--- src/rtl/seq_div.sv ---
// Sequential unsigned restoring divider, one quotient bit per clock.
// 2N-bit dividend / N-bit divisor -> 2N-bit quotient, N-bit remainder.
module seq_div #(
    parameter int N = 4
) (
    input  logic           clk,
    input  logic           rst_n,
    input  logic           start,
    input  logic [2*N-1:0] dividend,
    input  logic [N-1:0]   divisor,
    output logic [2*N-1:0] quotient,
    output logic [N-1:0]   remainder,
    output logic           busy,
    output logic           done,
    output logic           dbz
);

    localparam int W  = 2 * N;
    localparam int CW = $clog2(W);

    typedef enum logic [1:0] {
        IDLE,
        RUN,
        FIN
    } state_t;

    state_t          state_q, state_d;
    logic [W-1:0]    q_q, q_d;
    logic [N-1:0]    d_q, d_d;
    logic [N:0]      r_q, r_d;
    logic [CW-1:0]   cnt_q, cnt_d;
    logic            dz_q, dz_d;
    logic [W-1:0]    quo_q, quo_d;
    logic [N-1:0]    rem_q, rem_d;
    logic            dbz_q, dbz_d;

    logic [N:0]      r_sh;
    logic [W-1:0]    q_sh;
    logic [N+1:0]    diff;
    logic [N:0]      r_nxt;
    logic [W-1:0]    q_nxt;

    always_comb begin
        r_sh  = {r_q[N-1:0], q_q[W-1]};
        q_sh  = {q_q[W-2:0], 1'b0};
        diff  = {1'b0, r_sh} - {2'b00, d_q};
        // Sign bit of the trial subtraction decides restore vs. keep
        r_nxt = diff[N+1] ? r_sh : diff[N:0];
        q_nxt = {q_sh[W-1:1], ~diff[N+1]};
    end

    always_comb begin
        state_d = state_q;
        q_d     = q_q;
        d_d     = d_q;
        r_d     = r_q;
        cnt_d   = cnt_q;
        dz_d    = dz_q;
        quo_d   = quo_q;
        rem_d   = rem_q;
        dbz_d   = dbz_q;
        unique case (state_q)
            IDLE, FIN: begin
                state_d = IDLE;
                if (start) begin
                    q_d     = dividend;
                    d_d     = divisor;
                    r_d     = '0;
                    cnt_d   = '0;
                    dz_d    = (divisor == '0);
                    dbz_d   = 1'b0;
                    state_d = RUN;
                end
            end
            RUN: begin
                if (dz_q) begin
                    // Zero divisor: publish saturated result after one busy cycle
                    quo_d   = '1;
                    rem_d   = q_q[N-1:0];
                    dbz_d   = 1'b1;
                    state_d = FIN;
                end else begin
                    q_d   = q_nxt;
                    r_d   = r_nxt;
                    cnt_d = cnt_q + 1'b1;
                    if (cnt_q == CW'(W - 1)) begin
                        quo_d   = q_nxt;
                        rem_d   = r_nxt[N-1:0];
                        state_d = FIN;
                    end
                end
            end
            default: state_d = IDLE;
        endcase
    end

    always_ff @(posedge clk or negedge rst_n) begin
        if (!rst_n) begin
            state_q <= IDLE;
            q_q     <= '0;
            d_q     <= '0;
            r_q     <= '0;
            cnt_q   <= '0;
            dz_q    <= 1'b0;
            quo_q   <= '0;
            rem_q   <= '0;
            dbz_q   <= 1'b0;
        end else begin
            state_q <= state_d;
            q_q     <= q_d;
            d_q     <= d_d;
            r_q     <= r_d;
            cnt_q   <= cnt_d;
            dz_q    <= dz_d;
            quo_q   <= quo_d;
            rem_q   <= rem_d;
            dbz_q   <= dbz_d;
        end
    end

    assign quotient  = quo_q;
    assign remainder = rem_q;
    assign dbz       = dbz_q;
    assign busy      = (state_q == RUN);
    assign done      = (state_q == FIN);

endmodule

--- config.mk ---
export PLATFORM = sky130hd
export DESIGN_NAME = seq_div
export DESIGN_NICKNAME = d
export VERILOG_FILES = /design/src/rtl/seq_div.sv
export SDC_FILE = /design/constraint.sdc
export NUM_CORES = 1
export LEC_CHECK = 0
export CELL_PAD_IN_SITES_DETAIL_PLACEMENT = 1
export CELL_PAD_IN_SITES_GLOBAL_PLACEMENT = 1
export CORE_MARGIN = 2
export CORE_UTILIZATION = 40
export DETAILED_ROUTE_END_ITERATION = 16
export PLACE_DENSITY = 0.91
export SYNTH_ARGS = -nofsm -noshare
export SYNTH_HDL_FRONTEND = slang
export SYNTH_SLANG_ARGS = --single-unit
--- constraint.sdc ---
create_clock -name clk -period 1.9 [get_ports clk]
set_input_delay 0.38 -clock clk [delete_from_list [all_inputs] [get_ports clk]]
set_output_delay 0.38 -clock clk [all_outputs]
set_load 0.05 [all_outputs]
==> results of run 1 <==
-- final cells by class --
cell class,instances,share of cell area
Multi-Input combinational cell,121,0.345
Clock buffer,6,0.0378
Timing Repair Buffer,40,0.168
Inverter,10,0.0172
Clock inverter,1,0.00229
Sequential cell,35,0.401
Tap cell,50,0.0286
-- Yosys cell counts (2+ instances only) --
master and n:
o22ai_1 2, a31oi_1 8, dfrtp_1 35, o21ai_2 2
ha_1 6, a21oi_1 6, o21a_1 2, mux2_4 2
and3_1 3, o21ai_0 15, nor2_1 18, nand2_1 23
buf_2 4, mux2_2 4, nand3_1 8, clkbuf_1 3
inv_1 8, nand2_2 3, o21ai_1 5, nand2b_1 2
-- how the worst min path moves through the flow --
stage / from / end / slack [ns] / depth (start not counted)
CTS: dbz / dbz / 0.51 / 2
detailed placement: dbz / dbz / 0.49 / 2
global route: dbz / dbz / 0.53 / 2
floorplan: rst_n / cnt_q[0] / 0.08 / 0
global placement: quotient[3] / quotient[3] / 0.46 / 2
finish: rst_n / q_q[5] / 0.51 / 2
-- sequential cells by signal, indices dropped and copies added (netlist names) --
register / cells
cnt_q: 3
d_q: 4
dbz: 1
dz_q: 1
q_q: 8
quotient: 8
r_q: 4
remainder: 4
state_q: 2
-- cells by family (layout without fill, tap and decap cells) --
| family | after synthesis | count (layout) |
|---|---|---|
| multiplexers | 7 | 7 |
| AO/OA/AOI/OAI | 43 | 43 |
| XOR/XNOR | 1 | 1 |
| AND/OR/NAND/NOR | 63 | 63 |
| flip-flops | 35 | 35 |
| buffers and inverters | 19 | 57 |
| adder cells (fa/ha/maj) | 7 | 7 |
-- cell usage in the layout (no fill, tap or decap), types with 8 or more instances in the layout --
cell type        netlist  layout
clkdlybuf4s50_1        0      18
nor2_1                18      18
nand3_1                8       8
nand2_1               23      23
inv_1                  8       8
dfrtp_1               35      35
a31oi_1                8       8
o21ai_0               15      15
buf_4                  1      19
-- power by group through the flow --
stage | logic (mW) | registers [mW] | clock network (mW)
floorplan | 1.53 | 1.72 | 0
global placement | 2.52 | 1.37 | 0
detailed placement | 2.70 | 1.41 | 0
CTS | 2.71 | 1.40 | 0.566
global route | 2.93 | 1.44 | 0.590
finish | 2.69 | 1.39 | 0.556
-- per-stage QoR --
step / cell area (um^2) / total power, mW / hold WS [ns] / std cells / setup WS, ns
3_5_place_dp: 2090 / 4.10 / 0.491 / 255 / 0.0437
2_1_floorplan: 1710 / 3.25 / 0.0844 / 175 / 0.164
6_report: 2190 / 4.64 / 0.505 / 263 / 0.0569
3_3_place_gp: 2090 / 3.88 / 0.460 / 255 / 0.130
5_1_grt: 2190 / 4.96 / 0.533 / 263 / 0.00847
4_1_cts: 2170 / 4.68 / 0.512 / 262 / 0.00915
-- repair_timing --
item | in CTS | in global routing
hold endpoints to repair | 0 | 0
setup buffers | 0 | 1
endpoints found under the setup margin | 0 | 6
gates resized for setup | 0 | 2
-- metal layers --
metal  vias to the layer above  share of wire  track usage
li1                        673              -            -
met1                       714           0.41        0.234
met2                        29           0.53        0.371
met3                        10          0.037       0.0538
met4                         0          0.024       0.0937
met5                         -              0            0
==> results.yml, run 1 <==
outcome:
  outcome: "finished, final reports clean"
yosys:
  ys_warn_count: 0
  ys.flop_type: "dfrtp_1"
  ys_seq_elements: 35
  synth_compound_area_frac: 0.159
  avgSynthCellArea_um2: 9.77
  synth-async-reset-ratio: 1.00
  synth-simple-area-share: 0.172
  synth.area.top_cells: "dfrtp_1, nand2_1, ha_1, o21ai_0, nor2_1"
  synth_top_area_frac: 0.512
  synth_top_family_by_area: "simple AND/OR/NAND/NOR gates"
  synth_xor_area_frac: 0.00512
  syn_area_um2: 1710
  synth-edff-count: 0
  yosys.area.top_type: "dfrtp_1"
  synth_fa_ha_area_frac: 0.0556
  syn_nets: 197
  synth_mux_area_frac: 0.0497
  yosysSeqAreaShare: 0.512
  yosysUniqueCellTypes: 36
  netlist_instances: 175
drt:
  via_count: 1426
  wl_per_cell_um: 17.4
  drcViolationCount: 0
  ant_nets: 0
  drt_wl_total_mm: 4.59
  drt-initial-drc-count: 32
  routed_via_density: 5.42
  first_pass_iters: 4
die:
  die_x_um: 69.4
  coreArea_um2: 4060
  start_util: 0.422
  ios: 30
  die_h_um: 69.4
  die_area_um2: 4810
  num_rows: 23
power:
  power_frac_seq: 0.300
  p_comb_frac: 0.580
  power.switching_mw: 2.16
  sw_frac_of_total: 0.466
  intPower_mw: 2.47
  p_per_area_nw_per_um2: 2120
  power.leakage_nw: 1.04
  peakVddDrop_v: 0.00102
  p_clk_frac: 0.120
grt:
  grt-ovfl-total: 0
  grt_max_degree: 36
  grt_pass1_vias: 1538
  antenna_found_initial: 0
  grt_pass1_wl_mm: 7.67
  grt_util_all_layers: 0.209
sta:
  hold_violations: 0
  fin_skew_ns: 0.00410
  slew_violations: 0
  setup_viol: 0
  period_minus_slack_ns: 1.84
  max_freq_mhz: 543
  slew_headroom: 0.662
  fin_crit_sh: 0.970
  setup_tns_ns: 0
  worst_slew_pin_slew_ns: 0.506
  rsz0062_at_grt: "false"
worst_setup_path:
  critPathSlowestCell: "clkdlybuf4s50_1"
  critPathMaxFanout: 2
  endpoint_kind: "output pin"
  cp.required_ns: 1.52
  cp.depth: 1
  crit_chain: "clkdlybuf4s50_1"
  ff2ff_path_depth: 7
  crit_start: "quotient[4]"
  r2r_slack_ns: 0.10
  crit_buf_inv: 1
  r2r-end: "r_q[3]"
  max_stage_delay_ns: 0.80
  reg2reg_from: "d_q[1]"
  cp-endpoint: "quotient[4]"
  start_kind: "flip-flop"
  arrival_ns: 1.46
  cp_top_family: "buffers and inverters"
  path_class: "reg -> out"
finish:
  final_util: 0.539
  regArea_um2: 876
  drive_above_1_share: 0.202
  antenna_cells: 0
  nNetsFinal: 235
  nFillCells: 464
  areaGrowthSynthToFinish_pct: 27.8
  multiInputGateArea_um2: 754
clocking:
  insertion_delay_ns: 0.29
  h-tree-depth: 2
  clockRootBuffer: "clkbuf_8"
  ctsHoldBuffers: 0
  clkTransAtPathRegs_ns: 0.07
  cts_buffer_depth: 2
  cts_made_buffers: 5
  cts_tree: "done"
  clock-sinks: 35
placement:
  io_buffers: 29
  gp_congestion: 0.817
  hpwl_mm: 3.52
job:
  maxCapViolCount: 0
hold_path:
  hold_class: "in -> async"
Power figures use the tool's default switching activity.
==> run 2: changes to the inputs <==
--- a/config.mk
+++ b/config.mk
@@ -10,7 +10,9 @@
 export CORE_MARGIN = 2
 export CORE_UTILIZATION = 40
 export DETAILED_ROUTE_END_ITERATION = 16
+export MAX_ROUTING_LAYER = met4
 export PLACE_DENSITY = 0.91
+export SETUP_SLACK_MARGIN = 0.5
 export SYNTH_ARGS = -nofsm -noshare
 export SYNTH_HDL_FRONTEND = slang
 export SYNTH_SLANG_ARGS = --single-unit
==> run 2 against run 1 <==
Clock power is 6.7% higher. Non-clock buffer count is 9 higher. Global-route usage is 1.5 points higher. Via count is 3.8% higher. Die area stayed put. Setup slack better by 0.077 ns. Critical path depth is 5 higher. Final area is 9.8% higher. Fmax is 4.3% higher. Cell count is 4.2% higher. Power is 15% higher. Critical path type is now reg -> reg. Largest cell class is now multi-input combinational cells. Highest routed layer unchanged.
==> results.yml, run 2 (same netlist as run 1, synthesis figures left out) <==
outcome:
  outcome: "finished, final reports clean"
finish:
  mostFrequentLayoutCells: "dfrtp_1, buf_4, nand2_1"
  nFillCells: 454
  layout_commonest_cell: "dfrtp_1"
  finalNonFillerCells: 274
  nNetsFinal: 245
  areaGrowthSynthToFinish_pct: 40.3
  antenna_cells: 0
  drive_above_1_share: 0.339
worst_setup_path:
  ff2ff_path_depth: 6
  endpoint_kind: "flip-flop"
  max_stage_delay_ns: 0.49
  critPathMaxFanout: 3
  reg2reg_from: "r_q[0]"
  crit_chain: "ha_1 -> nor2b_4 -> o21a_1 -> or4_4 -> o311ai_4 -> o21ai_2"
  path_class: "reg -> reg"
  start_kind: "flip-flop"
  critPathSlowestCell: "or4_4"
  cp.required_ns: 2.08
  arrival_ns: 1.94
  r2r_slack_ns: 0.13
  r2r-end: "r_q[3]"
sta:
  worst_slew_pin_slew_ns: 0.450
  setup_viol: 0
  slew_violations: 0
  slew_headroom: 0.700
  max_freq_mhz: 566
  hold_slack_ns: 0.478
  fin_crit_sh: 0.930
  period_minus_slack_ns: 1.77
  setup_tns_ns: 0
  rsz0062_at_grt: "true"
  hold_violations: 0
  fin_skew_ns: 0.00575
drt:
  drt-initial-drc-count: 70
  drcViolationCount: 0
  wl_per_cell_um: 17.5
  via_count: 1480
  ant_nets: 0
  routed_via_density: 5.40
  first_pass_iters: 4
  drt_wl_total_mm: 4.79
hold_path:
  hold_class: "reg -> reg"
  min_to: "quotient[4]"
  hp-start: "quotient[4]"
  whs_path_depth: 2
grt:
  grt-ovfl-total: 0
  antenna_found_initial: 0
  grt_util_all_layers: 0.223
  grt_pass1_vias: 1625
  grt_pass1_wl_mm: 8.14
  grt_max_degree: 36
clocking:
  clockRootBuffer: "clkbuf_8"
  ctsHoldBuffers: 0
  clkTransAtPathRegs_ns: 0.07
  h-tree-depth: 2
  cts_tree: "done"
  clock-sinks: 35
  insertion_delay_ns: 0.30
  cts_made_buffers: 5
  cts_buffer_depth: 2
die:
  die_area_um2: 4810
  num_rows: 23
  die_h_um: 69.4
  start_util: 0.422
  coreArea_um2: 4060
  ios: 30
  die_x_um: 69.4
power:
  power.leakage_nw: 1.10
  peakVddDrop_v: 0.00107
  p_per_area_nw_per_um2: 2220
placement:
  gp_congestion: 0.764
  io_buffers: 29
  hpwl_mm: 3.00
  placed_cells: 254
job:
  maxCapViolCount: 0
==> run 2: changes by cell type in the layout (fill, tap and decap cells not counted), sizes merged <==
| cell | before | now |
|---|---|---|
| buf | 20 | 35 |
| clkbuf | 6 | 8 |
| clkdlybuf4s50 | 18 | 14 |
| clkinv | 2 | 1 |
| dlymetal6s2s | 2 | 0 |
| nand2 | 26 | 27 |
==> run 2: layout make-up <==
type | count | area (um^2) | area share
multi-input cells | 122 | 883 | 0.368
flip-flops and latches | 35 | 877 | 0.365
repair buffers | 49 | 437 | 0.182
clock buffers | 8 | 100 | 0.0417
well taps | 50 | 62.6 | 0.0261
inverters | 10 | 40.0 | 0.0167
==> run 2: repair_timing <==
| item | 4_1_cts | 5_1_grt |
|---|---|---|
| setup endpoints to repair | 25 | 32 |
| hold endpoints to repair | 0 | 0 |
| gates cloned | 1 | 1 |
| buffers inserted | 6 | 4 |
| pin swaps | 3 | 1 |
| resized for setup | 39 | 18 |
==> run 2: worst max path at each step <==
stage	slack, ns	startpoint	endpoint	cells after the start
finish	0.13	r_q[0]	r_q[3]	6
global route	0.07	d_q[1]	r_q[3]	7
CTS	0.13	d_q[1]	r_q[3]	7
detailed placement	0.02	d_q[1]	r_q[1]	7
global placement	0.13	d_q[1]	remainder[0]	7
floorplan	0.17	d_q[1]	r_q[3]	7
==> run 2: per-layer routing <==
metal  routed length [um]  track usage  up-vias
li1                     -            -      700
met1                 2000        0.269      736
met2                 2480        0.362       36
met3                  227       0.0610        8
met4                   87       0.0784        0
met5                    0            -        -
==> run 2: metrics by stage <==
step                 util  setup WS [ns]  power [mW]  area (um^2)
floorplan               -          0.169        3.33         1740
global placement    0.516          0.134        3.96         2090
detailed placement  0.516         0.0248        4.10         2090
CTS                 0.571          0.125        5.08         2320
global route        0.591         0.0709        5.69         2400
finish              0.591          0.134        5.32         2400
==> run 2: worst max-delay path, delay by kind of cell, from the launching register on <==
kind | cells | cell delay [ns]
and+or+nand+nor | 2 | 0.63
DFF | 1 | 0.41
AOI/OAI and AO/OA | 3 | 0.32
adders and majority gates | 1 | 0.29
==> run 2: power breakdown <==
| group | switching (mW) | internal [mW] | leakage, nW | total, mW |
|---|---|---|---|---|
| Sequential | 0.293 | 1.11 | 0.424 | 1.40 |
| Combinational | 1.87 | 1.46 | 0.624 | 3.33 |
| Clock | 0.262 | 0.331 | 0.0515 | 0.593 |
==> run 3: changes to the inputs <==
--- a/config.mk
+++ b/config.mk
@@ -12,7 +12,6 @@
 export DETAILED_ROUTE_END_ITERATION = 16
 export MAX_ROUTING_LAYER = met4
 export PLACE_DENSITY = 0.91
-export SETUP_SLACK_MARGIN = 0.5
 export SYNTH_ARGS = -nofsm -noshare
 export SYNTH_HDL_FRONTEND = slang
 export SYNTH_SLANG_ARGS = --single-unit
==> run 3 against run 2 <==
Core utilization decreased by 5.3 points. Clock skew decreased by 0.0016 ns. Worst hold slack improved by 0.027 ns. Sequential power about the same. Register-to-register slack got worse by 0.03 ns. Critical path type is now reg -> out. Largest cell class is now registers. Largest power group unchanged.
==> results.yml, run 3 (same netlist as run 1, synthesis figures left out) <==
hold_path:
  hold_class: "in -> async"
worst_setup_path:
  reg2reg_from: "d_q[1]"
  cp.depth: 1
  arrival_ns: 1.46
  cp.required_ns: 1.52
  max_stage_delay_ns: 0.80
  r2r-end: "r_q[3]"
  critPathSlowestCell: "clkdlybuf4s50_1"
  endpoint_kind: "output pin"
  path_class: "reg -> out"
  critPathMaxFanout: 2
  cp_top_family: "buffers and inverters"
  start_kind: "flip-flop"
  crit_buf_inv: 1
  crit_chain: "clkdlybuf4s50_1"
  r2r_slack_ns: 0.10
  ff2ff_path_depth: 7
clocking:
  clock-sinks: 35
  h-tree-depth: 2
  ctsHoldBuffers: 0
  cts_made_buffers: 5
  insertion_delay_ns: 0.29
  clockRootBuffer: "clkbuf_8"
  cts_buffer_depth: 2
  cts_tree: "done"
  clkTransAtPathRegs_ns: 0.07
placement:
  io_buffers: 29
  hpwl_mm: 3.52
  gp_congestion: 0.829
  dpl_cell_area_um2: 2090
sta:
  period_minus_slack_ns: 1.84
  hold_slack_ns: 0.505
  rsz0062_at_grt: "false"
  fin_skew_ns: 0.00414
  worst_slew_pin_slew_ns: 0.506
  setup_viol: 0
  slew_violations: 0
  hold_violations: 0
  setup_tns_ns: 0
  slew_headroom: 0.662
  fin_crit_sh: 0.970
  max_freq_mhz: 543
finish:
  nNetsFinal: 235
  antenna_cells: 0
  drive_above_1_share: 0.202
  areaGrowthSynthToFinish_pct: 27.8
  nFillCells: 464
  stdcell_area_um2: 2190
  layout_commonest_cell: "dfrtp_1"
  mostFrequentLayoutCells: "dfrtp_1, nand2_1, buf_4"
  final_util: 0.539
grt:
  grt_util_all_layers: 0.215
  grt_pass1_vias: 1538
  grt_max_degree: 36
  grt_pass1_wl_mm: 7.67
  grt-ovfl-total: 0
  antenna_found_initial: 0
die:
  start_util: 0.422
  coreArea_um2: 4060
  ios: 30
  die_x_um: 69.4
  die_h_um: 69.4
  die_area_um2: 4810
  num_rows: 23
drt:
  first_pass_iters: 4
  drt_wl_total_mm: 4.58
  via_count: 1422
  ant_nets: 0
  routed_via_density: 5.41
  wl_per_cell_um: 17.4
  drcViolationCount: 0
  drt-initial-drc-count: 26
outcome:
  outcome: "finished, final reports clean"
power:
  total_power_mw: 4.64
  power.leakage_nw: 1.04
  p_per_area_nw_per_um2: 2120
  peakVddDrop_v: 0.00102
job:
  maxCapViolCount: 0
-- run 3: changes by cell type in the layout (fill, tap and decap cells not counted), moves of 3 or more --
cell	delta
buf_2	-5
clkdlybuf4s50_1	+4
ha_1	+4
nand2_4	-3
buf_8	-3
o21ai_2	-3
buf_6	-3
buf_4	-4
-- run 3: how the worst max path moves through the flow --
| stage | from | to | slack [ns] |
|---|---|---|---|
| 2_1_floorplan | d_q[1] | r_q[3] | 0.16 |
| 3_3_place_gp | d_q[1] | remainder[3] | 0.13 |
| 3_5_place_dp | d_q[1] | r_q[3] | 0.04 |
| 4_1_cts | quotient[5] | quotient[5] | 0.009 |
| 5_1_grt | quotient[4] | quotient[4] | 0.008 |
| 6_report | quotient[4] | quotient[4] | 0.06 |
-- run 3: metrics by stage --
step	instances	worst slack (ns)
after floorplan	175	0.164
after global placement	255	0.130
after detailed placement	255	0.0437
after CTS	262	0.00915
after global routing	263	0.00847
final	263	0.0570
-- run 3: per-layer routing --
metal,vias to the layer above,global-route usage,wire length (um)
li1,673,-,-
met1,710,0.237,1870
met2,29,0.369,2420
met3,10,0.0538,185
met4,0,0.0937,108
met5,-,-,0
-- run 3: layout make-up --
| cell class | count | area (um^2) | share of cell area |
|---|---|---|---|
| clock inverters | 1 | 5.00 | 0.00229 |
| well taps | 50 | 62.6 | 0.0286 |
| clock buffers | 6 | 82.6 | 0.0378 |
| inverters | 10 | 37.5 | 0.0172 |
| multi-input cells | 121 | 754 | 0.345 |
| repair buffers | 40 | 368 | 0.168 |
| flip-flops and latches | 35 | 876 | 0.401 |
-- run 3: what timing repair did --
action | 4_1_cts | 5_1_grt
buffers inserted | 0 | 1
setup endpoints to repair | 0 | 6
gates resized for setup | 0 | 2
-- run 3: where the power goes --
part	total, mW	switching [mW]	leakage (nW)	internal (mW)
registers	1.39	0.283	0.425	1.11
clock network	0.556	0.271	0.0470	0.284
logic	2.69	1.61	0.564	1.08
total	4.64	2.16	1.04	2.47
